==> src/rtl/serial_alu_wide.sv <==
// serial_alu_wide: digit-serial ALU with WIDTH-bit operands and a DIGIT-bit datapath.
// The operands are taken over a valid/ready input channel. The result is computed
// LSB first over N = WIDTH/DIGIT cycles. It is returned with a carry flag and an
// illegal-code flag over a valid/ready output channel that honours backpressure.
//
//   state | meaning
//   ------+---------------------------------------------------------------
//   IDLE  | waiting for operands, din_rdy = 1
//   BUSY  | processing one digit per edge, counter 0..N-1
//   DONE  | result held on dout_*, din_rdy follows dout_rdy

module serial_alu_wide #(
    parameter int WIDTH = 8,
    parameter int DIGIT = 1
) (
    input  logic             clock,
    input  logic             reset,
    input  logic [WIDTH-1:0] din_di1,
    input  logic [WIDTH-1:0] din_di2,
    input  logic [2:0]       din_fun,
    input  logic             din_vld,
    output logic             din_rdy,
    output logic [WIDTH-1:0] dout_dat,
    output logic             dout_cy,
    output logic             dout_err,
    output logic             dout_vld,
    input  logic             dout_rdy
);

    localparam int N  = WIDTH / DIGIT;
    localparam int CW = (N > 1) ? $clog2(N) : 1;

    localparam logic [2:0] FUN_ADD = 3'd0;
    localparam logic [2:0] FUN_AND = 3'd1;
    localparam logic [2:0] FUN_OR  = 3'd2;
    localparam logic [2:0] FUN_XOR = 3'd3;
    localparam logic [2:0] FUN_SUB = 3'd4;

    generate
        if (WIDTH < 2 || DIGIT < 1 || (WIDTH % DIGIT) != 0) begin : g_bad_param
            $error("serial_alu_wide: WIDTH must be >= 2 and a multiple of DIGIT");
        end
    endgenerate

    typedef enum logic [1:0] {
        IDLE = 2'd0,
        BUSY = 2'd1,
        DONE = 2'd2
    } state_t;

    state_t           state;
    state_t           state_next;

    logic [WIDTH-1:0] a_q;
    logic [WIDTH-1:0] b_q;
    logic [WIDTH-1:0] res_q;
    logic [2:0]       fun_q;
    logic             cy_q;
    logic [CW-1:0]    cnt_q;

    logic             accept;
    logic             last_digit;
    logic             fun_legal;

    logic [DIGIT-1:0] a_d;
    logic [DIGIT-1:0] b_eff;
    logic [DIGIT:0]   sum;
    logic [DIGIT-1:0] dig;
    logic             cy_next;
    logic [WIDTH+DIGIT-1:0] res_cat;
    logic [WIDTH-1:0] res_next;

    assign accept     = din_vld && din_rdy;
    assign last_digit = (cnt_q == CW'(N - 1));
    assign fun_legal  = (fun_q <= FUN_SUB);

    // One digit of the ALU: carry ripples inside the digit, and the result is shifted in from the top.
    always_comb begin
        a_d     = a_q[DIGIT-1:0];
        b_eff   = (fun_q == FUN_SUB) ? ~b_q[DIGIT-1:0] : b_q[DIGIT-1:0];
        sum     = {1'b0, a_d} + {1'b0, b_eff} + {{DIGIT{1'b0}}, cy_q};
        dig     = '0;
        cy_next = 1'b0;
        case (fun_q)
            FUN_ADD, FUN_SUB: begin
                dig     = sum[DIGIT-1:0];
                cy_next = sum[DIGIT];
            end
            FUN_AND: dig = a_q[DIGIT-1:0] & b_q[DIGIT-1:0];
            FUN_OR:  dig = a_q[DIGIT-1:0] | b_q[DIGIT-1:0];
            FUN_XOR: dig = a_q[DIGIT-1:0] ^ b_q[DIGIT-1:0];
            default: begin
                dig     = '0;
                cy_next = 1'b0;
            end
        endcase
        res_cat  = {dig, res_q};
        res_next = res_cat[WIDTH+DIGIT-1:DIGIT];
    end

    // State register.
    always_ff @(posedge clock) begin
        if (reset) begin
            state <= IDLE;
        end else begin
            state <= state_next;
        end
    end

    // Next-state and handshake outputs. Both ready and valid are held low while reset is asserted.
    always_comb begin
        state_next = state;
        din_rdy    = 1'b0;
        dout_vld   = 1'b0;
        case (state)
            IDLE: begin
                din_rdy = 1'b1;
                if (din_vld) begin
                    state_next = BUSY;
                end
            end
            BUSY: begin
                if (last_digit) begin
                    state_next = DONE;
                end
            end
            DONE: begin
                dout_vld = 1'b1;
                din_rdy  = dout_rdy;
                if (dout_rdy) begin
                    state_next = din_vld ? BUSY : IDLE;
                end
            end
            default: state_next = IDLE;
        endcase
        if (reset) begin
            din_rdy  = 1'b0;
            dout_vld = 1'b0;
        end
    end

    // Operand capture, digit stepping, and result registration on the final digit.
    always_ff @(posedge clock) begin
        if (reset) begin
            a_q      <= '0;
            b_q      <= '0;
            res_q    <= '0;
            fun_q    <= '0;
            cy_q     <= 1'b0;
            cnt_q    <= '0;
            dout_dat <= '0;
            dout_cy  <= 1'b0;
            dout_err <= 1'b0;
        end else if (accept) begin
            a_q   <= din_di1;
            b_q   <= din_di2;
            fun_q <= din_fun;
            cy_q  <= (din_fun == FUN_SUB);
            res_q <= '0;
            cnt_q <= '0;
        end else if (state == BUSY) begin
            a_q   <= a_q >> DIGIT;
            b_q   <= b_q >> DIGIT;
            res_q <= res_next;
            cy_q  <= cy_next;
            cnt_q <= cnt_q + CW'(1);
            if (last_digit) begin
                dout_dat <= fun_legal ? res_next : '0;
                dout_cy  <= fun_legal ? cy_next : 1'b0;
                dout_err <= !fun_legal;
            end
        end
    end

endmodule

==> config.mk <==
export PLATFORM = sky130hd
export DESIGN_NAME = serial_alu_wide
export DESIGN_NICKNAME = d
export VERILOG_FILES = /design/src/rtl/serial_alu_wide.sv
export SDC_FILE = /design/constraint.sdc
export NUM_CORES = 1
export LEC_CHECK = 0
export ABC_AREA = 1
export CAP_MARGIN = 20
export CORE_MARGIN = 5
export CORE_UTILIZATION = 56
export CTS_BUF_LIST = sky130_fd_sc_hd__clkbuf_16
export CTS_CLUSTER_DIAMETER = 80
export CTS_CLUSTER_SIZE = 28
export DETAILED_ROUTE_END_ITERATION = 10
export HOLD_SLACK_MARGIN = 0.15
export PLACE_DENSITY = 0.84
export SYNTH_ARGS = -nofsm -noshare
export SYNTH_HDL_FRONTEND = slang
export SYNTH_SLANG_ARGS = --single-unit
==> constraint.sdc <==
create_clock -name clock -period 3.7 [get_ports clock]
set_input_delay 0.74 -clock clock [delete_from_list [all_inputs] [get_ports clock]]
set_output_delay 0.74 -clock clock [all_outputs]
set_load 0.02 [all_outputs]
==> results.sh <==
export IMPL_status="complete, no violations"
export IMPL_ctsLongestPathBuffers=2
export IMPL_num_vias=1899
export IMPL_std_cell_rows=21
export IMPL_crit_type="input pin to output pin"
export IMPL_clock_fmax_mhz=321
export IMPL_path_clk_slew_ns=0.06
export IMPL_power_total_mw=1.17
export IMPL_diodes=0
export IMPL_cts_setup_buffers=0
export IMPL_drtIter0Drc=120
export IMPL_hold_buffers=0
export IMPL_syn_nets=312
export IMPL_start_util_pct=58.9
export IMPL_crit_path_end_kind="output pin"
export IMPL_ant_nets=0
export IMPL_synth_top_area_cell="dfxtp_1"
export IMPL_crit_chain="clkdlybuf4s50_1, nor2_4, and2_1, clkdlybuf4s50_1"
export IMPL_holdCritStartpoint="res_q[1]"
export IMPL_worstReg2RegEnd="a_q[1]"
export IMPL_critPathRequiredTime_ns=2.96
export IMPL_min_period_over_period_pct=84.2
export IMPL_grt_overflow=0
export IMPL_track_usage_pct=19.9
export IMPL_finish_net_count=340
export IMPL_synth_top_area_share_pct=41.8
export IMPL_ys_seq_area_share_pct=41.8
export IMPL_rsz0062_at_grt="no"
export IMPL_cp_max_fo=14
export IMPL_reg2reg_depth=5
export IMPL_relSlewSlack_pct=53.8
export IMPL_coreArea_um2=3420
export IMPL_fp_dieH_um=69.9
export IMPL_syn_area_per_cell_um2=7.08
export IMPL_powerDensity_nw_per_um2=465
export IMPL_antenna_found_initial=0
export IMPL_critPathLaunchType="input pin"
export IMPL_area_growth_pct=25.3
export IMPL_finalSetupTns_ns=0
export IMPL_synth_area_um2=2010
export IMPL_whs_ns=0.465
export IMPL_drive_above_1_share_pct=5.75
export IMPL_drv_cap=0
export IMPL_wl_per_cell_um=12.7
export IMPL_arrival_ns=2.38
export IMPL_synth_seq_cells=42
export IMPL_final_min_clock_period_ns=3.12
export IMPL_post_cts_resized=0
export IMPL_grt_pass1_vias=1788
export IMPL_ir_worst_vdd_v=0.000338
export IMPL_drc=0
export IMPL_wl_mm=4.57
export IMPL_r2r_start="state[0]"
export IMPL_cts_tree="built"
export IMPL_ios=35
export IMPL_ys_types=25
export IMPL_grt_first_pass_wirelength_mm=7.87
export IMPL_portBuffers=34
export IMPL_firstDrtPassIters=4
export IMPL_hold_viol=0
export IMPL_cp_slowest_stage_delay_ns=0.63
export IMPL_vias_per_cell=5.29
export IMPL_final_common_cell="nand2_1"
export IMPL_detailed_place_hpwl_mm=2.97
export IMPL_leakagePower_nw=1.07
export IMPL_worst_path_max_delay_cell="clkdlybuf4s50_1"
export IMPL_ctsHtreeMaxLevel=2
export IMPL_num_fill_cells=263
export IMPL_crit_end="din_rdy"
export IMPL_finClkSkew_ns=0.00377
export IMPL_r2r_setup_slack_ns=1.70
export IMPL_clkLatencyLatePin_ns=0.28
export IMPL_drv_slew=0
export IMPL_cts_sinks=42
export IMPL_grt_start_max_net_pins=39
export IMPL_die_w_um=69.9
export IMPL_worstMarginPinSlew_ns=0.692
export IMPL_cpMostUsedCell="clkdlybuf4s50_1"
export IMPL_root_buffer="clkbuf_16"
export IMPL_die_area_um2=4890
export IMPL_ys_top_cells_by_area="dfxtp_1 42%, nand2_1 16%, a21oi_1 8.2%, nand3_1 6.2%, inv_1 4.9%"
export IMPL_hp_class="register to register"
export IMPL_layout_common_cells="87 x nand2_1, 42 x dfxtp_1, 34 x clkdlybuf4s50_1"
export IMPL_setup_viol=0
export IMPL_crit_path_start="reset"
export IMPL_fin_util_pct=73.7
export IMPL_gp_congestion=0.796
export IMPL_synthCells=284
export IMPL_cts_buffers=5
export IMPL_yosys_warnings=0
## how the worst min path moves through the flow
stage                        to  slack (ns)  cells after the start
detailed placement  dout_dat[1]        0.46                      2
global placement       res_q[1]        0.45                      2
global route        dout_dat[0]        0.49                      2
CTS                 dout_dat[1]        0.47                      2
floorplan           dout_dat[0]        0.44                      2
finish              dout_dat[0]        0.46                      2
## layout make-up
class / instances / area, um^2 / share of cell area [%]
Sequential cell: 42 / 841 / 33.4
Clock buffer: 5 / 125 / 4.97
Inverter: 27 / 103 / 4.07
Clock inverter: 3 / 63.8 / 2.53
Multi-Input combinational cell: 198 / 958 / 38.1
Timing Repair Buffer: 38 / 370 / 14.7
Tap cell: 46 / 57.6 / 2.29
## worst max-delay path, delay by kind of cell
kind	cells	cell delay [ns]
and+or+nand+nor	2	0.54
buffers and inverters	2	1.09
## per-layer routing
metal  vias to the layer above  share of wire [%]  routed length, um  GRT usage, %
met4                         0                2.7                125          9.15
met2                        53                 47               2140          31.8
met3                        10                6.1                280          6.31
met5                         -                  0                  0             0
li1                        968                  -                  -             -
met1                       868                 44               2030          24.2
## per-stage QoR
stage,std cells,worst slack [ns],area (um^2)
after floorplan,284,1.61,2010
after global placement,351,0.630,2330
after detailed placement,351,0.598,2330
after CTS,359,0.588,2520
after global routing,359,0.530,2520
final,359,0.584,2520
## cells by family (layout without fill, tap and decap cells)
logic type      after synthesis  count (layout)  synth area share, %
compound gates               39              39                 9.83
xor+xnor                      2               2                0.871
fa+ha+maj                     5               5                 3.48
buf+inv                      44              73                 10.5
flops                        42              42                 41.8
simple gates                152             152                 33.5
## synthesized netlist by cell type
library cell / n
nand4_1: 12
or2_2: 1
o21a_1: 1
buf_4: 4
ha_1: 4
clkbuf_1: 4
nor2_1: 19
nand2_4: 1
fa_1: 1
inv_1: 26
nor2_2: 1
a21oi_1: 33
buf_6: 3
nor2_4: 2
xor2_1: 2
nand3b_1: 1
dfxtp_1: 42
buf_2: 6
nand2_1: 87
o21ai_0: 5
clkinv_2: 1
nand3_2: 1
nor3_1: 1
nand3_1: 25
and2_1: 1
## power by group
part | internal, mW | leakage, nW | switching (mW)
registers | 0.471 | 0.342 | 0.0122
logic | 0.0566 | 0.633 | 0.0786
clock network | 0.384 | 0.0915 | 0.169
total | 0.912 | 1.07 | 0.260
## state kept, by name, indices dropped and copies added (netlist names)
register  flops
fun_q         3
b_q           8
dout_err      1
state         2
cnt_q         3
dout_dat      8
cy_q          1
a_q           8
dout_cy       1
res_q         7
Power figures use the tool's default switching activity.
